===== src/rtl/lsu_pkg.sv =====
// Shared definitions for the load/store unit: RV32I funct3 codes, FSM states
// and the lane/legality helpers used when a request is captured.
package lsu_pkg;

    localparam logic [2:0] LB  = 3'b000;
    localparam logic [2:0] LH  = 3'b001;
    localparam logic [2:0] LW  = 3'b010;
    localparam logic [2:0] LBU = 3'b100;
    localparam logic [2:0] LHU = 3'b101;
    localparam logic [2:0] SB  = 3'b000;
    localparam logic [2:0] SH  = 3'b001;
    localparam logic [2:0] SW  = 3'b010;

    typedef enum logic [1:0] {
        IDLE = 2'd0,
        REQ  = 2'd1,
        WAIT = 2'd2,
        DONE = 2'd3
    } lsu_state_e;

    // Width code must exist for the direction and the address must be
    // naturally aligned for that width.
    function automatic logic access_legal(input logic       we,
                                          input logic [2:0] f3,
                                          input logic [1:0] lo);
        logic width_ok;
        logic align_ok;
        if (we) begin
            width_ok = (f3 == SB) || (f3 == SH) || (f3 == SW);
        end else begin
            width_ok = (f3 == LB) || (f3 == LH) || (f3 == LW) ||
                       (f3 == LBU) || (f3 == LHU);
        end
        case (f3[1:0])
            2'b01:   align_ok = ~lo[0];
            2'b10:   align_ok = (lo == 2'b00);
            default: align_ok = 1'b1;
        endcase
        return width_ok && align_ok;
    endfunction

    function automatic logic [3:0] lane_be(input logic [2:0] f3,
                                           input logic [1:0] lo);
        logic [3:0] be;
        case (f3[1:0])
            2'b00:   be = 4'b0001 << lo;
            2'b01:   be = lo[1] ? 4'b1100 : 4'b0011;
            default: be = 4'b1111;
        endcase
        return be;
    endfunction

    function automatic logic [31:0] store_lanes(input logic [2:0]  f3,
                                                input logic [31:0] wd);
        logic [31:0] lanes;
        case (f3[1:0])
            2'b00:   lanes = {4{wd[7:0]}};
            2'b01:   lanes = {2{wd[15:0]}};
            default: lanes = wd;
        endcase
        return lanes;
    endfunction

endpackage


===== src/rtl/lsu_load_align.sv =====
// Combinational load formatter: picks the addressed lane from a bus word and
// sign- or zero-extends it according to funct3.
module lsu_load_align
    import lsu_pkg::*;
(
    input  logic [31:0] rdata,
    input  logic [2:0]  funct3,
    input  logic [1:0]  addr_lo,
    output logic [31:0] data
);

    logic [7:0]  byte_sel;
    logic [15:0] half_sel;

    always_comb begin
        byte_sel = rdata[{addr_lo, 3'b000} +: 8];
        half_sel = addr_lo[1] ? rdata[31:16] : rdata[15:0];
        case (funct3)
            LB:      data = {{24{byte_sel[7]}}, byte_sel};
            LBU:     data = {24'd0, byte_sel};
            LH:      data = {{16{half_sel[15]}}, half_sel};
            LHU:     data = {16'd0, half_sel};
            default: data = rdata;
        endcase
    end

endmodule


===== src/rtl/load_store_unit.sv =====
// Single-outstanding load/store unit between an RV32I core and a req/gnt/rvalid
// bus; the request is captured in IDLE and replayed from registers thereafter.
module load_store_unit
    import lsu_pkg::*;
#(
    parameter int DATA_WIDTH = 32,
    parameter int ADDR_WIDTH = 32
) (
    input  logic                  clk,
    input  logic                  rst,
    input  logic                  mem_en,
    input  logic                  mem_we,
    input  logic [2:0]            funct3,
    input  logic [ADDR_WIDTH-1:0] addr,
    input  logic [DATA_WIDTH-1:0] wdata,
    output logic [DATA_WIDTH-1:0] ld_data,
    output logic                  stall,
    output logic                  err,
    output logic                  bus_req,
    output logic                  bus_we,
    output logic [ADDR_WIDTH-1:0] bus_addr,
    output logic [3:0]            bus_be,
    output logic [DATA_WIDTH-1:0] bus_wdata,
    input  logic                  bus_gnt,
    input  logic                  bus_rvalid,
    input  logic [DATA_WIDTH-1:0] bus_rdata
);

    lsu_state_e            state_q, state_d;
    logic                  bus_req_q, bus_req_d;
    logic                  bus_we_q, bus_we_d;
    logic [ADDR_WIDTH-1:0] bus_addr_q, bus_addr_d;
    logic [3:0]            bus_be_q, bus_be_d;
    logic [DATA_WIDTH-1:0] bus_wdata_q, bus_wdata_d;
    logic [DATA_WIDTH-1:0] ld_data_q, ld_data_d;
    logic [2:0]            funct3_q, funct3_d;
    logic [1:0]            addr_lo_q, addr_lo_d;
    logic                  legal;
    logic [DATA_WIDTH-1:0] load_fmt;

    lsu_load_align u_load_align (
        .rdata   (bus_rdata),
        .funct3  (funct3_q),
        .addr_lo (addr_lo_q),
        .data    (load_fmt)
    );

    assign legal = access_legal(mem_we, funct3, addr[1:0]);

    // Core inputs only matter in IDLE; REQ/WAIT stall unconditionally because
    // the captured request, not the live instruction, owns the bus.
    always_comb begin
        stall = 1'b0;
        err   = 1'b0;
        case (state_q)
            IDLE: begin
                stall = mem_en && legal;
                err   = mem_en && !legal;
            end
            REQ, WAIT: stall = 1'b1;
            default:   stall = 1'b0;
        endcase
    end

    always_comb begin
        state_d     = state_q;
        bus_req_d   = bus_req_q;
        bus_we_d    = bus_we_q;
        bus_addr_d  = bus_addr_q;
        bus_be_d    = bus_be_q;
        bus_wdata_d = bus_wdata_q;
        ld_data_d   = ld_data_q;
        funct3_d    = funct3_q;
        addr_lo_d   = addr_lo_q;
        case (state_q)
            IDLE: begin
                if (mem_en && legal) begin
                    state_d     = REQ;
                    bus_req_d   = 1'b1;
                    bus_we_d    = mem_we;
                    bus_addr_d  = {addr[ADDR_WIDTH-1:2], 2'b00};
                    bus_be_d    = lane_be(funct3, addr[1:0]);
                    bus_wdata_d = mem_we ? store_lanes(funct3, wdata) : '0;
                    funct3_d    = funct3;
                    addr_lo_d   = addr[1:0];
                end
            end
            REQ: begin
                if (bus_gnt) begin
                    bus_req_d = 1'b0;
                    if (bus_we_q) begin
                        state_d = DONE;
                    end else if (bus_rvalid) begin
                        ld_data_d = load_fmt;
                        state_d   = DONE;
                    end else begin
                        state_d = WAIT;
                    end
                end
            end
            WAIT: begin
                if (bus_rvalid) begin
                    ld_data_d = load_fmt;
                    state_d   = DONE;
                end
            end
            default: state_d = IDLE;
        endcase
    end

    always_ff @(posedge clk or posedge rst) begin
        if (rst) begin
            state_q     <= IDLE;
            bus_req_q   <= 1'b0;
            bus_we_q    <= 1'b0;
            bus_addr_q  <= '0;
            bus_be_q    <= '0;
            bus_wdata_q <= '0;
            ld_data_q   <= '0;
            funct3_q    <= '0;
            addr_lo_q   <= '0;
        end else begin
            state_q     <= state_d;
            bus_req_q   <= bus_req_d;
            bus_we_q    <= bus_we_d;
            bus_addr_q  <= bus_addr_d;
            bus_be_q    <= bus_be_d;
            bus_wdata_q <= bus_wdata_d;
            ld_data_q   <= ld_data_d;
            funct3_q    <= funct3_d;
            addr_lo_q   <= addr_lo_d;
        end
    end

    assign bus_req   = bus_req_q;
    assign bus_we    = bus_we_q;
    assign bus_addr  = bus_addr_q;
    assign bus_be    = bus_be_q;
    assign bus_wdata = bus_wdata_q;
    assign ld_data   = ld_data_q;

endmodule


===== config.mk =====
export PLATFORM = sky130hd
export DESIGN_NAME = load_store_unit
export DESIGN_NICKNAME = d
export VERILOG_FILES = /design/src/rtl/lsu_pkg.sv /design/src/rtl/lsu_load_align.sv /design/src/rtl/load_store_unit.sv
export SDC_FILE = /design/constraint.sdc
export NUM_CORES = 1
export LEC_CHECK = 0
export CAP_MARGIN = 5
export CELL_PAD_IN_SITES_DETAIL_PLACEMENT = 0
export CELL_PAD_IN_SITES_GLOBAL_PLACEMENT = 1
export CORE_UTILIZATION = 36
export DETAILED_ROUTE_END_ITERATION = 8
export HOLD_SLACK_MARGIN = 0.12
export PLACE_DENSITY_LB_ADDON = 0.3
export SLEW_MARGIN = 40
export SYNTH_ARGS = -nofsm -noshare
export SYNTH_HDL_FRONTEND = slang
export SYNTH_SLANG_ARGS = --single-unit

===== constraint.sdc =====
create_clock -name clk -period 5.05 [get_ports clk]
set_input_delay 0.7575 -clock clk [delete_from_list [all_inputs] [get_ports clk]]
set_output_delay 0.7575 -clock clk [all_outputs]
set_load 0.05 [all_outputs]

## After elaboration in Yosys (flattened, before gate mapping)

Cells that the tools add are included.

- Bits in registers: 107
- Input bits: 105
- Output and inout port bits: 104
- Logic and storage cells: 70

- Equal/unequal tests: 15
- Shift-type cells: 2
- Muxes and demuxes: 23
- Bitwise logic cells: 1
- Reduce and logical (&&, ||, !) cells: 20

Operators with widths:

| kind | number |
|---|---|
| $mux W32 | 4 |
| $pmux W32 S2 | 2 |
| $pmux W32 S4 | 1 |
| $shiftx A32 B6 Y8 | 1 |
| $mux W16 | 1 |
| $eq A3 B3 Y1 const B | 4 |
| $reduce_and A3 Y1 | 3 |
| $ne A2 B2 Y1 const B | 4 |
| $pmux W4 S2 | 1 |
| $eq A3 B1 Y1 const B | 2 |
| $logic_not A2 Y1 | 3 |
| $logic_not A3 Y1 | 2 |
| $mux W1 | 6 |
| $mux W2 | 3 |
| $pmux W1 S2 | 3 |
| $pmux W2 S3 | 1 |
| $eq A2 B1 Y1 const B | 2 |
| $eq A2 B2 Y1 const B | 2 |
| $logic_or A1 B1 Y1 | 4 |
| $mux W4 | 1 |
| $reduce_bool A2 Y1 | 2 |
| $shl A1 B2 Y4 const A | 1 |
| $eq A3 B2 Y1 const B | 1 |
| $logic_and A1 B1 Y1 | 3 |
| 4 further kinds | 4 |

## Depth between registers and ports, before layout

Gate-level depths: netlist of run 1.

- Word-level depth: 10
- Gate-level depth with buffers: 10
- Mapped depth without buffers: 6

## Hierarchy

From an unflattened synthesis of run 1, not the netlist that was laid out.

- Cell total of the unflattened synthesis: 472
- Area total of the unflattened synthesis: 5,669.2 sq um

By module, submodules not included:

| module | times used | cells each | area each (sq um) | sequential area each (sq um) |
|---|---|---|---|---|
| load_store_unit | 1 | 376 | 4,823.4 | 2,677.6 |
| lsu_load_align | 1 | 96 | 845.8 | 0.0 |

## Least setup slack after synthesis of run 1

Ideal clock, no wire load.

- Path type: input to output
- Start: input port funct3[1]
- End: output port err
- Arrival time: 2.719 ns
- Data required time: 4.293 ns
- Setup slack: 1.573 ns
- Stages: 8
- Path buffers: 2
- Cells stage by stage: clkbuf_1 > inv_1 > ha_1 > buf_2 > or2_4 > o21ai_2 > nor2_1 > nor2_1

- Word-level cells in the longest chain between the ends: 10
- Elaborated cells between the ends (all ways): 17
- Those cells by class: eq/ne: 6; mux: 3; reduce/logical: 8

RTL lines:

| what | line | RTL |
|---|---|---|
| from (decl) | load_store_unit.sv:13 | `input logic [2:0] funct3,` |
| $eq A3 B1 Y1 or $logic_not A3 Y1 (tied branches) | lsu_pkg.sv:29, lsu_pkg.sv:31 |  |
| $logic_or A1 B1 Y1 (2 in series) | lsu_pkg.sv:29, lsu_pkg.sv:31 |  |
| $logic_or A1 B1 Y1 | lsu_pkg.sv:31 | `width_ok = (f3 == LB) \|\| (f3 == LH) \|\| (f3 == LW) \|\|` |
| $logic_or A1 B1 Y1 | lsu_pkg.sv:32 | `(f3 == LBU) \|\| (f3 == LHU);` |
| $mux W1 | lsu_pkg.sv:28 | `if (we) begin` |
| $logic_and A1 B1 Y1 (*) | lsu_pkg.sv:39 | `return width_ok && align_ok;` |
| $logic_not A1 Y1 (*) | load_store_unit.sv:58 | `err = mem_en && !legal;` |
| $logic_and A1 B1 Y1 (*) | load_store_unit.sv:58 |  |
| $mux W1 (*) | load_store_unit.sv:55 | `case (state_q)` |
| to (decl) | load_store_unit.sv:18 | `output logic err,` |

Mark *: on every way between the ends. The rest lies on a longest branch, timed or not.

## Worst setup path after layout of run 1

Same ends and word-level chain as after synthesis.

==> flow_summary.html, run 1 <==
<table>
<tr><th>Metric</th><th>Value</th></tr>
<tr><th colspan="2">Status</th></tr>
<tr><td>Result of the run</td><td>finished with violations</td></tr>
<tr><td>Violated checks</td><td>design-rule violations</td></tr>
<tr><th colspan="2">CTS</th></tr>
<tr><td>Root buffer cell</td><td>sky130_fd_sc_hd__clkbuf_16</td></tr>
<tr><td>Clock H-tree levels</td><td>3</td></tr>
<tr><td>TritonCTS Buffers</td><td>9</td></tr>
<tr><td>Clock-pin transition on the worst setup and hold timing paths</td><td>0.07 ns</td></tr>
<tr><td>Count of clock tree sinks</td><td>107</td></tr>
<tr><td>Clock tree from TritonCTS</td><td>done</td></tr>
<tr><td>Clk Latency, worst-skew pair</td><td>0.35 ns</td></tr>
<tr><td>Maximum buffer depth of the clock tree</td><td>2</td></tr>
<tr><td>Postcts setup bufs</td><td>0</td></tr>
<tr><td>Hold bufs inserted after CTS</td><td>0</td></tr>
<tr><td># resized after CTS</td><td>0</td></tr>
<tr><th colspan="2">Synthesis</th></tr>
<tr><td>Mean instance size in the synthesized netlist</td><td>11.0 sq um</td></tr>
<tr><td>Fraction of synthesis flops using an asynchronous set or reset pin</td><td>100%</td></tr>
<tr><td>Number of enable-type register cells in the synthesized netlist</td><td>0</td></tr>
<tr><td>Total of flip-flops plus latches after synthesis</td><td>107</td></tr>
<tr><td>Unique cell type count in the Yosys netlist</td><td>42</td></tr>
<tr><td>Post-synth top flop</td><td>sky130_fd_sc_hd__dfrtp_1</td></tr>
<tr><td>Post-synthesis sequential area ratio</td><td>48.9%</td></tr>
<tr><td>Synthesized area</td><td>5480 sq um</td></tr>
<tr><td>Yosys Warn Count</td><td>0</td></tr>
<tr><td>Number of standard cells after synthesis</td><td>497</td></tr>
<tr><th colspan="2">GRT</th></tr>
<tr><td>Pin count of the biggest net entering global routing</td><td>81</td></tr>
<tr><td>Antenna violations before repair</td><td>1</td></tr>
<tr><td>Total Routing Usage GR</td><td>20.2%</td></tr>
<tr><td>Global-route wire length before repair</td><td>24,800 microns</td></tr>
<tr><td>Vias in the first global route</td><td>4,646</td></tr>
<tr><td>Global-route congestion overflow total</td><td>0</td></tr>
<tr><th colspan="2">Place</th></tr>
<tr><td>Routability Congestion</td><td>0.805</td></tr>
<tr><td>Cell area after placement</td><td>7650 sq um</td></tr>
<tr><td>HPWL after detailed placement</td><td>11,200 microns</td></tr>
<tr><td>Input/output buffers</td><td>206</td></tr>
<tr><td>Pre-CTS setup slack</td><td>0.756 ns</td></tr>
<tr><th colspan="2">Final layout</th></tr>
<tr><td>Share of layout cells above drive strength 1</td><td>15.3%</td></tr>
<tr><td>Antenna Cells</td><td>0</td></tr>
<tr><td>Area delta synth-&gt;final</td><td>45.3%</td></tr>
<tr><td>Net total in the final layout</td><td>798</td></tr>
<tr><td>Final non-filler cell area</td><td>7960 sq um</td></tr>
<tr><th colspan="2">Setup path</th></tr>
<tr><td>Critical path data required time</td><td>4.29 ns</td></tr>
<tr><td>Critical Path AT</td><td>3.50 ns</td></tr>
<tr><td>Max Fanout on Critical Path</td><td>22</td></tr>
<tr><td>Sort of element at the start of the critical path</td><td>input port</td></tr>
<tr><td>Kind of capture point of the worst setup path</td><td>primary output</td></tr>
<tr><td>Critical path type</td><td>in2out</td></tr>
<tr><td>Minimum setup slack among reg-to-reg paths</td><td>2.74 ns</td></tr>
<tr><th colspan="2">Route</th></tr>
<tr><td>Drt wl/cell</td><td>17.5 microns</td></tr>
<tr><td>DR vias/cell</td><td>5.07</td></tr>
<tr><td>Number of DRC markers in iteration 0</td><td>225</td></tr>
<tr><td>Final ANT Viol Nets</td><td>0</td></tr>
<tr><td>Detailed-route DRC error count</td><td>16</td></tr>
<tr><td>Total detailed-routing wirelength</td><td>15,300 microns</td></tr>
<tr><td>Count of TritonRoute iterations in the first routing pass</td><td>7</td></tr>
<tr><td>Via Count</td><td>4,440</td></tr>
<tr><th colspan="2">Die</th></tr>
<tr><td>Die span in y</td><td>125 microns</td></tr>
<tr><td>Effective utilization at floorplan</td><td>37.3%</td></tr>
<tr><td>Core area</td><td>14,700 sq um</td></tr>
<tr><td>Num ports</td><td>209</td></tr>
<tr><td>Floorplan row count</td><td>44</td></tr>
<tr><td>Overall die area</td><td>15,700 sq um</td></tr>
<tr><td>Width of the die</td><td>125 microns</td></tr>
<tr><th colspan="2">Timing</th></tr>
<tr><td>Post-route clock skew</td><td>0.00583 ns</td></tr>
<tr><td>Post-route clock period utilization</td><td>84.3%</td></tr>
<tr><td>Unrepaired setup endpoints after global routing</td><td>no</td></tr>
<tr><td>WHS</td><td>0.495 ns</td></tr>
<tr><td>Setup TNS</td><td>0 ns</td></tr>
<tr><td>Total count of hold-check failures in the final report</td><td>0</td></tr>
<tr><td>Worst max-slew margin expressed relative to the limit</td><td>51.3%</td></tr>
<tr><td>Number of pins exceeding their max-slew limit in the final report</td><td>0</td></tr>
<tr><td>Top achievable clock speed</td><td>235 MHz</td></tr>
<tr><td>Tmin final</td><td>4.26 ns</td></tr>
<tr><td>Worst-Margin Slew</td><td>0.730 ns</td></tr>
<tr><td>Final-report setup violation count</td><td>0</td></tr>
<tr><td>Post-route worst setup slack</td><td>0.794 ns</td></tr>
<tr><th colspan="2">Pwr</th></tr>
<tr><td>Maximum vdd drop</td><td>0.404 mV</td></tr>
<tr><td>Areal power density over the cells</td><td>716 nW/um^2</td></tr>
<tr><td>Leakage</td><td>3.44 nW</td></tr>
<tr><th colspan="2">Min path</th></tr>
<tr><td>Hold/Removal Path Class</td><td>reg2reg</td></tr>
<tr><th colspan="2">Job</th></tr>
<tr><td>Maximum Capacitance Violations</td><td>0</td></tr>
</table>
-- layer usage --
layer	up-vias	global-route usage, %	wire (microns)
met5	-	0	0
met4	0	6.17	243
met3	18	6.68	1300
met2	176	33.2	7390
met1	2162	25.1	6370
li1	2084	-	-
-- worst paths after layout --
| kind | end | cells past startpoint | startpoint |
|---|---|---|---|
| max reg2reg | bus_be[3] | 6 | state_q[0] |
| max in group asynchronous | funct3_q[1] | 3 | rst |
| min in group asynchronous | ld_data[24] | 2 | rst |
| max | err | 9 | funct3[1] |
| min | ld_data[7] | 2 | ld_data[7] |
| min reg2reg | ld_data[7] | 2 | ld_data[7] |
-- report_power, final --
part / switching, mW / internal (mW)
Clock: 0.344 / 0.394
Combinational: 2.07 / 1.30
Sequential: 0.322 / 1.27
-- state kept, by name, indices dropped and copies added, names as in the netlist --
register,cells
funct3_q,3
ld_data,32
bus_we,1
addr_lo_q,2
bus_req,1
bus_be,4
bus_addr,30
bus_wdata,32
state_q,2
-- area by class of cell --
cell class / count / area [sq um]
fill: 1307 / 6740
sequential: 107 / 2680
multi-input combinational: 337 / 2550
timing repair buffer: 211 / 2110
tap: 184 / 230
clock buffer: 9 / 225
clock inverter: 7 / 83.8
inverter: 20 / 80.1
-- cells in the mapped netlist, types with 8 or more instances --
cell type,instances,area (sq um)
sky130_fd_sc_hd__a21oi_1,17,85.1
sky130_fd_sc_hd__nor2_1,54,203
sky130_fd_sc_hd__mux2_2,20,225
sky130_fd_sc_hd__nand3_1,38,190
sky130_fd_sc_hd__o21ai_0,17,85.1
sky130_fd_sc_hd__mux2i_1,19,190
sky130_fd_sc_hd__nor3b_1,8,60.1
sky130_fd_sc_hd__nand2_1,46,173
sky130_fd_sc_hd__mux2_4,49,736
sky130_fd_sc_hd__clkbuf_1,17,63.8
sky130_fd_sc_hd__nor2b_1,10,62.6
sky130_fd_sc_hd__inv_1,20,75.1
sky130_fd_sc_hd__dfrtp_1,107,2680
sky130_fd_sc_hd__a22o_1,8,70.1
sky130_fd_sc_hd__a211oi_1,8,60.1
-- stage by stage --
step,util (%),cells,power (mW)
after detailed placement,52.0,859,4.98
after global routing,54.1,875,5.98
after global placement,52.0,859,4.94
after CTS,54.1,875,5.75
final,54.1,875,5.70
after floorplan,-,498,3.84
-- layout by cell type (no fill, tap or decap), types with 4 or more instances in the layout --
cell type,Yosys,final
sky130_fd_sc_hd__mux2_4,49,49
sky130_fd_sc_hd__a21o_1,7,7
sky130_fd_sc_hd__o21ai_0,17,17
sky130_fd_sc_hd__nand2_1,46,45
sky130_fd_sc_hd__ha_1,7,7
sky130_fd_sc_hd__clkbuf_16,0,9
sky130_fd_sc_hd__o211ai_1,5,5
sky130_fd_sc_hd__mux2i_1,19,19
sky130_fd_sc_hd__nor2b_1,10,10
sky130_fd_sc_hd__nor3b_1,8,8
sky130_fd_sc_hd__a21oi_1,17,17
sky130_fd_sc_hd__nor2_1,54,54
sky130_fd_sc_hd__buf_4,3,4
sky130_fd_sc_hd__inv_1,20,19
sky130_fd_sc_hd__mux2_2,20,20
sky130_fd_sc_hd__a22o_1,8,8
sky130_fd_sc_hd__nand3_1,38,38
sky130_fd_sc_hd__a211oi_1,8,8
sky130_fd_sc_hd__clkdlybuf4s50_1,0,205
sky130_fd_sc_hd__dfrtp_1,107,106
-- worst max-delay path: stages --
cell and delay [ns]:
sky130_fd_sc_hd__clkdlybuf4s50_1 0.45, sky130_fd_sc_hd__buf_4 0.20, sky130_fd_sc_hd__inv_1 0.09, sky130_fd_sc_hd__ha_1 0.36
sky130_fd_sc_hd__or2_4 0.40, sky130_fd_sc_hd__o21ai_2 0.22, sky130_fd_sc_hd__nor2_1 0.06, sky130_fd_sc_hd__nor2_1 0.14
sky130_fd_sc_hd__clkdlybuf4s50_1 0.82
-- cell families after synthesis --
| family | Yosys count | synth area share, % |
|---|---|---|
| mux | 89 | 21.4 |
| compound gates | 71 | 9.00 |
| buf+inv | 54 | 4.89 |
| simple gates | 168 | 14.2 |
| other cells | 1 | 0.0684 |
| fa+ha+maj | 7 | 1.60 |
| flops | 107 | 48.9 |
(Power assumes the default switching activity.)
==> run 2, diff against run 1 <==
Settings changed: CORE_UTILIZATION 36 to 30.
Clock period 5.05 ns to 3.8 ns, I/O delays scaled along.
==> run 2 against run 1 <==
Against the previous run:
- the run now ends clean
- flip-flop and latch count is the same
- worst setup slack lost 0.13 ns
- global-route usage shrank 2.8 points
- register-to-register slack lost 1.1 ns
- non-clock buffer count grew 4
- first-iteration DRC count shrank 16%
- cell area grew 1.1%
- final cell count grew 5.6%
- combinational power grew 35%
- highest routed layer unchanged
==> flow_summary.html, run 2 (same netlist as run 1, synthesis figures left out) <==
<table>
<tr><th>Metric</th><th>Value</th></tr>
<tr><th colspan="2">Final layout</th></tr>
<tr><td>Area delta synth-&gt;final</td><td>46.9%</td></tr>
<tr><td>Commonest non-fill, non-tap cells in the layout</td><td>sky130_fd_sc_hd__clkdlybuf4s50_1 (204), sky130_fd_sc_hd__dfrtp_1 (107), sky130_fd_sc_hd__nor2_1 (54)</td></tr>
<tr><td>Net total in the final layout</td><td>802 (+0.50%)</td></tr>
<tr><td>Post-route insts no fill</td><td>924 (+5.6%)</td></tr>
<tr><td>Antenna Cells</td><td>0 (unchanged)</td></tr>
<tr><td>Leading cell type in the layout, fill and taps excluded</td><td>sky130_fd_sc_hd__clkdlybuf4s50_1</td></tr>
<tr><td>Number of filler instances in the final layout</td><td>1,712 (+31%)</td></tr>
<tr><td>Sequential cell area</td><td>2680 sq um (about the same)</td></tr>
<tr><td>Share of layout cells above drive strength 1</td><td>15.7% (+0.34 points)</td></tr>
<tr><td>Multi-input gate area</td><td>2540 sq um (about the same)</td></tr>
<tr><th colspan="2">CTS</th></tr>
<tr><td>Root buffer cell</td><td>sky130_fd_sc_hd__clkbuf_16</td></tr>
<tr><td>Count of clock tree sinks</td><td>107 (unchanged)</td></tr>
<tr><td>Clock H-tree levels</td><td>3 (unchanged)</td></tr>
<tr><td>Clock-pin transition on the worst setup and hold timing paths</td><td>0.07 ns (about the same)</td></tr>
<tr><td>Hold bufs inserted after CTS</td><td>0 (unchanged)</td></tr>
<tr><td># resized after CTS</td><td>0 (unchanged)</td></tr>
<tr><td>Clock tree from TritonCTS</td><td>done</td></tr>
<tr><td>TritonCTS Buffers</td><td>9 (unchanged)</td></tr>
<tr><td>Maximum buffer depth of the clock tree</td><td>2 (unchanged)</td></tr>
<tr><td>Postcts setup bufs</td><td>0 (unchanged)</td></tr>
<tr><td>Clk Latency, worst-skew pair</td><td>0.35 ns (about the same)</td></tr>
<tr><th colspan="2">Setup path</th></tr>
<tr><td>Minimum setup slack among reg-to-reg paths</td><td>1.60 ns (-1.14 ns)</td></tr>
<tr><td>Critical path type</td><td>in2out</td></tr>
<tr><td>Sort of element at the start of the critical path</td><td>input port</td></tr>
<tr><td>Kind of capture point of the worst setup path</td><td>primary output</td></tr>
<tr><td>Max Fanout on Critical Path</td><td>22 (unchanged)</td></tr>
<tr><td>Critical path data required time</td><td>3.23 ns (-1.06 ns)</td></tr>
<tr><td>Critical Path AT</td><td>2.56 ns (-0.94 ns)</td></tr>
<tr><th colspan="2">Place</th></tr>
<tr><td>Routability Congestion</td><td>0.806 (+0.19%)</td></tr>
<tr><td>HPWL after detailed placement</td><td>11,800 microns (+5.7%)</td></tr>
<tr><td>Placed instance count</td><td>908 (+5.7%)</td></tr>
<tr><td>Input/output buffers</td><td>206 (unchanged)</td></tr>
<tr><th colspan="2">Route</th></tr>
<tr><td>Drt wl/cell</td><td>17.4 microns (-0.25%)</td></tr>
<tr><td>DR vias/cell</td><td>4.80 (-5.4%)</td></tr>
<tr><td>Number of DRC markers in iteration 0</td><td>190 (-16%)</td></tr>
<tr><td>Detailed-route DRC error count</td><td>0 (-16)</td></tr>
<tr><td>Total detailed-routing wirelength</td><td>16,100 microns (+5.3%)</td></tr>
<tr><td>Final ANT Viol Nets</td><td>0 (unchanged)</td></tr>
<tr><td>Count of TritonRoute iterations in the first routing pass</td><td>5 (-2)</td></tr>
<tr><td>Via Count</td><td>4,435 (-0.11%)</td></tr>
<tr><th colspan="2">Die</th></tr>
<tr><td>Num ports</td><td>209 (unchanged)</td></tr>
<tr><td>Die span in y</td><td>137 microns (+9.4%)</td></tr>
<tr><td>Overall die area</td><td>18,800 sq um (+20%)</td></tr>
<tr><td>Width of the die</td><td>137 microns (+9.4%)</td></tr>
<tr><td>Core area</td><td>17,900 sq um (+22%)</td></tr>
<tr><td>Effective utilization at floorplan</td><td>30.6% (-6.7 points)</td></tr>
<tr><td>Floorplan row count</td><td>49 (+11%)</td></tr>
<tr><th colspan="2">Pwr</th></tr>
<tr><td>Leakage</td><td>3.45 nW (+0.44%)</td></tr>
<tr><td>Areal power density over the cells</td><td>942 nW/um^2 (+32%)</td></tr>
<tr><td>Maximum vdd drop</td><td>0.515 mV (+27%)</td></tr>
<tr><th colspan="2">Status</th></tr>
<tr><td>Result of the run</td><td>complete, no violations</td></tr>
<tr><th colspan="2">GRT</th></tr>
<tr><td>Vias in the first global route</td><td>4,561 (-1.8%)</td></tr>
<tr><td>Antenna violations before repair</td><td>0 (-1)</td></tr>
<tr><td>Global-route congestion overflow total</td><td>0 (unchanged)</td></tr>
<tr><td>Pin count of the biggest net entering global routing</td><td>74 (-8.6%)</td></tr>
<tr><td>Global-route wire length before repair</td><td>24,500 microns (-1.4%)</td></tr>
<tr><td>Total Routing Usage GR</td><td>17.3% (-2.8 points)</td></tr>
<tr><th colspan="2">Timing</th></tr>
<tr><td>Worst max-slew margin expressed relative to the limit</td><td>47.0% (-4.3 points)</td></tr>
<tr><td>Number of pins exceeding their max-slew limit in the final report</td><td>0 (unchanged)</td></tr>
<tr><td>Tmin final</td><td>3.13 ns</td></tr>
<tr><td>Final-report setup violation count</td><td>0 (unchanged)</td></tr>
<tr><td>Top achievable clock speed</td><td>319 MHz</td></tr>
<tr><td>Post-route clock period utilization</td><td>82.4%</td></tr>
<tr><td>Post-route clock skew</td><td>0.0122 ns (+0.00636 ns)</td></tr>
<tr><td>Total count of hold-check failures in the final report</td><td>0 (unchanged)</td></tr>
<tr><td>Setup TNS</td><td>0 ns (unchanged)</td></tr>
<tr><td>Unrepaired setup endpoints after global routing</td><td>no</td></tr>
<tr><td>Worst-Margin Slew</td><td>0.793 ns (+0.0632 ns)</td></tr>
<tr><th colspan="2">Job</th></tr>
<tr><td>Maximum Capacitance Violations</td><td>0 (unchanged)</td></tr>
<tr><th colspan="2">Min path</th></tr>
<tr><td>Hold/Removal Path Class</td><td>reg2reg</td></tr>
</table>
run 2: cell count changes in the layout (fill, tap and decap cells not counted), moves of 2 or more:
| cell | delta |
|---|---|
| sky130_fd_sc_hd__clkinv_4 | -2 |
| sky130_fd_sc_hd__buf_12 | +2 |
| sky130_fd_sc_hd__buf_4 | +4 |
| sky130_fd_sc_hd__clkinvlp_4 | +2 |
run 2: per-stage QoR:
step | worst slack (ns) | util, % | hold WS (ns) | area [sq um] | power, mW
finish | 0.667 | 45.0 | 0.496 | 8050 | 7.58
global route | 0.558 | 45.0 | 0.528 | 8050 | 7.99
CTS | 0.660 | 44.9 | 0.499 | 8050 | 7.66
detailed placement | 0.574 | 43.3 | 0.484 | 7750 | 6.67
global placement | 0.670 | 43.3 | 0.477 | 7750 | 6.60
floorplan | 0.413 | - | 0.505 | 5480 | 5.11
run 2: worst max-delay path, cell delays in order:
cell	delay (ns)
sky130_fd_sc_hd__clkdlybuf4s50_1	0.52
sky130_fd_sc_hd__inv_1	0.09
sky130_fd_sc_hd__ha_1	0.32
sky130_fd_sc_hd__or2_4	0.40
sky130_fd_sc_hd__o21ai_2	0.22
sky130_fd_sc_hd__nor3_4	0.07
sky130_fd_sc_hd__o21ba_2	0.23
sky130_fd_sc_hd__buf_12	0.14
run 2: cell type report:
type / instances / area share, %
sequential: 107 / 33.3
clock buffer: 10 / 2.97
multi-input combinational: 337 / 31.6
inverter: 20 / 0.995
clock inverter: 6 / 0.731
timing repair buffer: 215 / 26.9
tap: 229 / 3.56
run 2: worst paths after layout:
path	start	to	cells after the start
setup / recovery	funct3[0]	stall	8
hold / removal	ld_data[18]	ld_data[18]	2
setup reg to reg	state_q[1]	ld_data[11]	7
hold reg to reg	ld_data[18]	ld_data[18]	2
max in group asynchronous	rst	ld_data[14]	3
min in group asynchronous	rst	ld_data[26]	2
run 2: report_power, final:
group / switching (mW) / internal, mW / leakage, nW
sequential: 0.392 / 1.69 / 1.32
clock: 0.480 / 0.477 / 0.136
combinational: 2.80 / 1.75 / 2.00
run 2: layer usage:
layer / track usage [%] / up-vias / part of all wire (%)
met4: 6.47 / 0 / 1.9
met3: 4.85 / 17 / 7.9
li1: - / 2086 / -
met1: 22.3 / 2167 / 44
met2: 27.5 / 165 / 46
met5: 0 / - / 0
==> run 3, diff against run 2 <==
Settings changed: CORE_UTILIZATION 30 to 34.
Clock period 3.8 ns to 2.9 ns, I/O delays scaled along.
==> run 3 against run 2 <==
Against the previous run:
- clock skew shrank 0.0037 ns
- non-clock buffer count grew 4
- count of clock-buffer cells in the layout is the same
- flip-flop and latch count is the same
- critical endpoint unchanged
- largest cell class unchanged
==> flow_summary.html, run 3 (same netlist as run 1, synthesis figures left out) <==
<table>
<tr><th>Metric</th><th>Value</th></tr>
<tr><th colspan="2">Timing</th></tr>
<tr><td>WHS</td><td>0.490 ns (-0.00598 ns)</td></tr>
<tr><td>Worst max-slew margin expressed relative to the limit</td><td>52.1% (+5.1 points)</td></tr>
<tr><td>Tmin final</td><td>2.74 ns</td></tr>
<tr><td>Unrepaired setup endpoints after global routing</td><td>no</td></tr>
<tr><td>Total count of hold-check failures in the final report</td><td>0 (unchanged)</td></tr>
<tr><td>Setup TNS</td><td>0 ns (unchanged)</td></tr>
<tr><td>Number of pins exceeding their max-slew limit in the final report</td><td>0 (unchanged)</td></tr>
<tr><td>Worst-Margin Slew</td><td>0.717 ns (-0.0757 ns)</td></tr>
<tr><td>Post-route clock period utilization</td><td>94.4%</td></tr>
<tr><td>Final-report setup violation count</td><td>0 (unchanged)</td></tr>
<tr><td>Post-route clock skew</td><td>0.00844 ns (-0.00375 ns)</td></tr>
<tr><td>Top achievable clock speed</td><td>365 MHz</td></tr>
<tr><th colspan="2">Pwr</th></tr>
<tr><td>Areal power density over the cells</td><td>1230 nW/um^2 (+30%)</td></tr>
<tr><td>Leakage</td><td>3.48 nW (+0.85%)</td></tr>
<tr><td>Maximum vdd drop</td><td>0.554 mV (+7.6%)</td></tr>
<tr><th colspan="2">Setup path</th></tr>
<tr><td>Critical Path AT</td><td>2.30 ns (-0.26 ns)</td></tr>
<tr><td>Sort of element at the start of the critical path</td><td>input port</td></tr>
<tr><td>Critical path type</td><td>in2out</td></tr>
<tr><td>Critical path data required time</td><td>2.47 ns (-0.76 ns)</td></tr>
<tr><td>Max Fanout on Critical Path</td><td>5 (-77%)</td></tr>
<tr><td>Kind of capture point of the worst setup path</td><td>primary output</td></tr>
<tr><th colspan="2">Place</th></tr>
<tr><td>Routability Congestion</td><td>0.808 (+0.30%)</td></tr>
<tr><td>Input/output buffers</td><td>206 (unchanged)</td></tr>
<tr><td>HPWL after detailed placement</td><td>11,300 microns (-4.5%)</td></tr>
<tr><th colspan="2">Final layout</th></tr>
<tr><td>Leading cell type in the layout, fill and taps excluded</td><td>sky130_fd_sc_hd__clkdlybuf4s50_1</td></tr>
<tr><td>Share of the core filled with cells in the final layout</td><td>51.0% (+6.0 points)</td></tr>
<tr><td>Antenna Cells</td><td>0 (unchanged)</td></tr>
<tr><td>Net total in the final layout</td><td>806 (+0.50%)</td></tr>
<tr><td>Area delta synth-&gt;final</td><td>47.2%</td></tr>
<tr><td>Commonest non-fill, non-tap cells in the layout</td><td>sky130_fd_sc_hd__clkdlybuf4s50_1 (204), sky130_fd_sc_hd__dfrtp_1 (107), sky130_fd_sc_hd__nor2_1 (53)</td></tr>
<tr><td>Share of layout cells above drive strength 1</td><td>16.2% (+0.48 points)</td></tr>
<tr><th colspan="2">Min path</th></tr>
<tr><td>Hold/Removal Path Class</td><td>reg2reg</td></tr>
<tr><th colspan="2">CTS</th></tr>
<tr><td>Root buffer cell</td><td>sky130_fd_sc_hd__clkbuf_16</td></tr>
<tr><td>Maximum buffer depth of the clock tree</td><td>2 (unchanged)</td></tr>
<tr><td>Clock tree from TritonCTS</td><td>done</td></tr>
<tr><td>Hold bufs inserted after CTS</td><td>0 (unchanged)</td></tr>
<tr><td>TritonCTS Buffers</td><td>9 (unchanged)</td></tr>
<tr><td>Clock-pin transition on the worst setup and hold timing paths</td><td>0.08 ns (about the same)</td></tr>
<tr><td>Count of clock tree sinks</td><td>107 (unchanged)</td></tr>
<tr><td>Clk Latency, worst-skew pair</td><td>0.35 ns (about the same)</td></tr>
<tr><td>Clock H-tree levels</td><td>3 (unchanged)</td></tr>
<tr><th colspan="2">Route</th></tr>
<tr><td>Detailed-route DRC error count</td><td>0 (unchanged)</td></tr>
<tr><td>DR vias/cell</td><td>4.81 (+0.28%)</td></tr>
<tr><td>Number of DRC markers in iteration 0</td><td>186 (-2.1%)</td></tr>
<tr><td>Drt wl/cell</td><td>17.0 microns (-2.5%)</td></tr>
<tr><td>Via Count</td><td>4,404 (-0.70%)</td></tr>
<tr><td>Final ANT Viol Nets</td><td>0 (unchanged)</td></tr>
<tr><td>Count of TritonRoute iterations in the first routing pass</td><td>4 (-1)</td></tr>
<tr><td>Total detailed-routing wirelength</td><td>15,600 microns (-3.4%)</td></tr>
<tr><th colspan="2">GRT</th></tr>
<tr><td>Pin count of the biggest net entering global routing</td><td>60 (-19%)</td></tr>
<tr><td>Global-route congestion overflow total</td><td>0 (unchanged)</td></tr>
<tr><td>Antenna violations before repair</td><td>0 (unchanged)</td></tr>
<tr><td>Global-route wire length before repair</td><td>24,400 microns (about the same)</td></tr>
<tr><td>Total Routing Usage GR</td><td>19.2% (+1.9 points)</td></tr>
<tr><td>Vias in the first global route</td><td>4,586 (+0.55%)</td></tr>
<tr><th colspan="2">Status</th></tr>
<tr><td>Result of the run</td><td>complete, no violations</td></tr>
<tr><th colspan="2">Die</th></tr>
<tr><td>Floorplan row count</td><td>46 (-6.1%)</td></tr>
<tr><td>Num ports</td><td>209 (unchanged)</td></tr>
<tr><td>Width of the die</td><td>129 microns (-6.0%)</td></tr>
<tr><td>Core area</td><td>15,800 sq um (-12%)</td></tr>
<tr><td>Overall die area</td><td>16,600 sq um (-12%)</td></tr>
<tr><td>Effective utilization at floorplan</td><td>34.6% (+4.0 points)</td></tr>
<tr><td>Die span in y</td><td>129 microns (-6.0%)</td></tr>
<tr><th colspan="2">Job</th></tr>
<tr><td>Maximum Capacitance Violations</td><td>0 (unchanged)</td></tr>
</table>
-- run 3: cell types whose count changed in the layout (fill, tap and decap cells not counted), sizes merged --
cell and delta:
inv +2, buf +4, clkinvlp -2
-- run 3: repair_timing --
action / CTS / global route
setup endpoints to repair: 0 / 1
setup buffers: 0 / 0
gates resized for setup: 0 / 1
-- run 3: critical path: stages --
cell                              delay, ns
sky130_fd_sc_hd__clkdlybuf4s50_1       0.61
sky130_fd_sc_hd__inv_1                 0.10
sky130_fd_sc_hd__ha_1                  0.25
sky130_fd_sc_hd__a221oi_4              0.42
sky130_fd_sc_hd__nor3_4                0.10
sky130_fd_sc_hd__o21ba_2               0.23
sky130_fd_sc_hd__buf_12                0.15
-- run 3: per-stage QoR --
step	power, mW	area, sq um	setup slack (ns)	instances
floorplan	6.69	5490	0.0683	498
global placement	8.65	7770	0.178	899
detailed placement	8.71	7770	0.0683	899
CTS	9.99	8070	0.132	915
global route	10.4	8070	0.0554	915
finish	9.90	8070	0.163	915
-- run 3: path summary, 6_finish.rpt --
| check | start | end | slack [ns] | cells after the start |
|---|---|---|---|---|
| worst min register to register | ld_data[21] | ld_data[21] | 0.49 | 2 |
| worst max-delay path | funct3[1] | stall | 0.16 | 7 |
| min in group asynchronous | rst | bus_wdata[15] | 0.51 | 2 |
| max in group asynchronous | rst | ld_data[18] | 1.67 | 3 |
| worst min-delay path | ld_data[21] | ld_data[21] | 0.49 | 2 |
| worst max register to register | state_q[0] | bus_be[3] | 0.70 | 6 |
-- run 3: layout make-up --
cell class | count | area (sq um)
inverters | 20 | 78.8
flip-flops and latches | 107 | 2680
multi-input cells | 337 | 2550
well taps | 216 | 270
fillers | 1454 | 7760
clock inverters | 6 | 51.3
repair buffers | 219 | 2200
clock buffers | 10 | 239
-- run 3: power by group --
| part | leakage (nW) | internal [mW] | total (mW) | switching, mW |
|---|---|---|---|---|
| combinational | 2.02 | 2.30 | 5.95 | 3.65 |
| sequential | 1.32 | 2.21 | 2.72 | 0.511 |
| clock | 0.146 | 0.625 | 1.23 | 0.604 |
| total | 3.48 | 5.13 | 9.90 | 4.76 |
-- run 3: routing by layer --
layer	vias to the layer above	global-route usage (%)	part of all wire, %
met5	-	0	0
met4	0	5.05	1.1
met3	14	6.78	8.9
met2	164	31.4	47
met1	2126	24.1	43
li1	2100	-	-
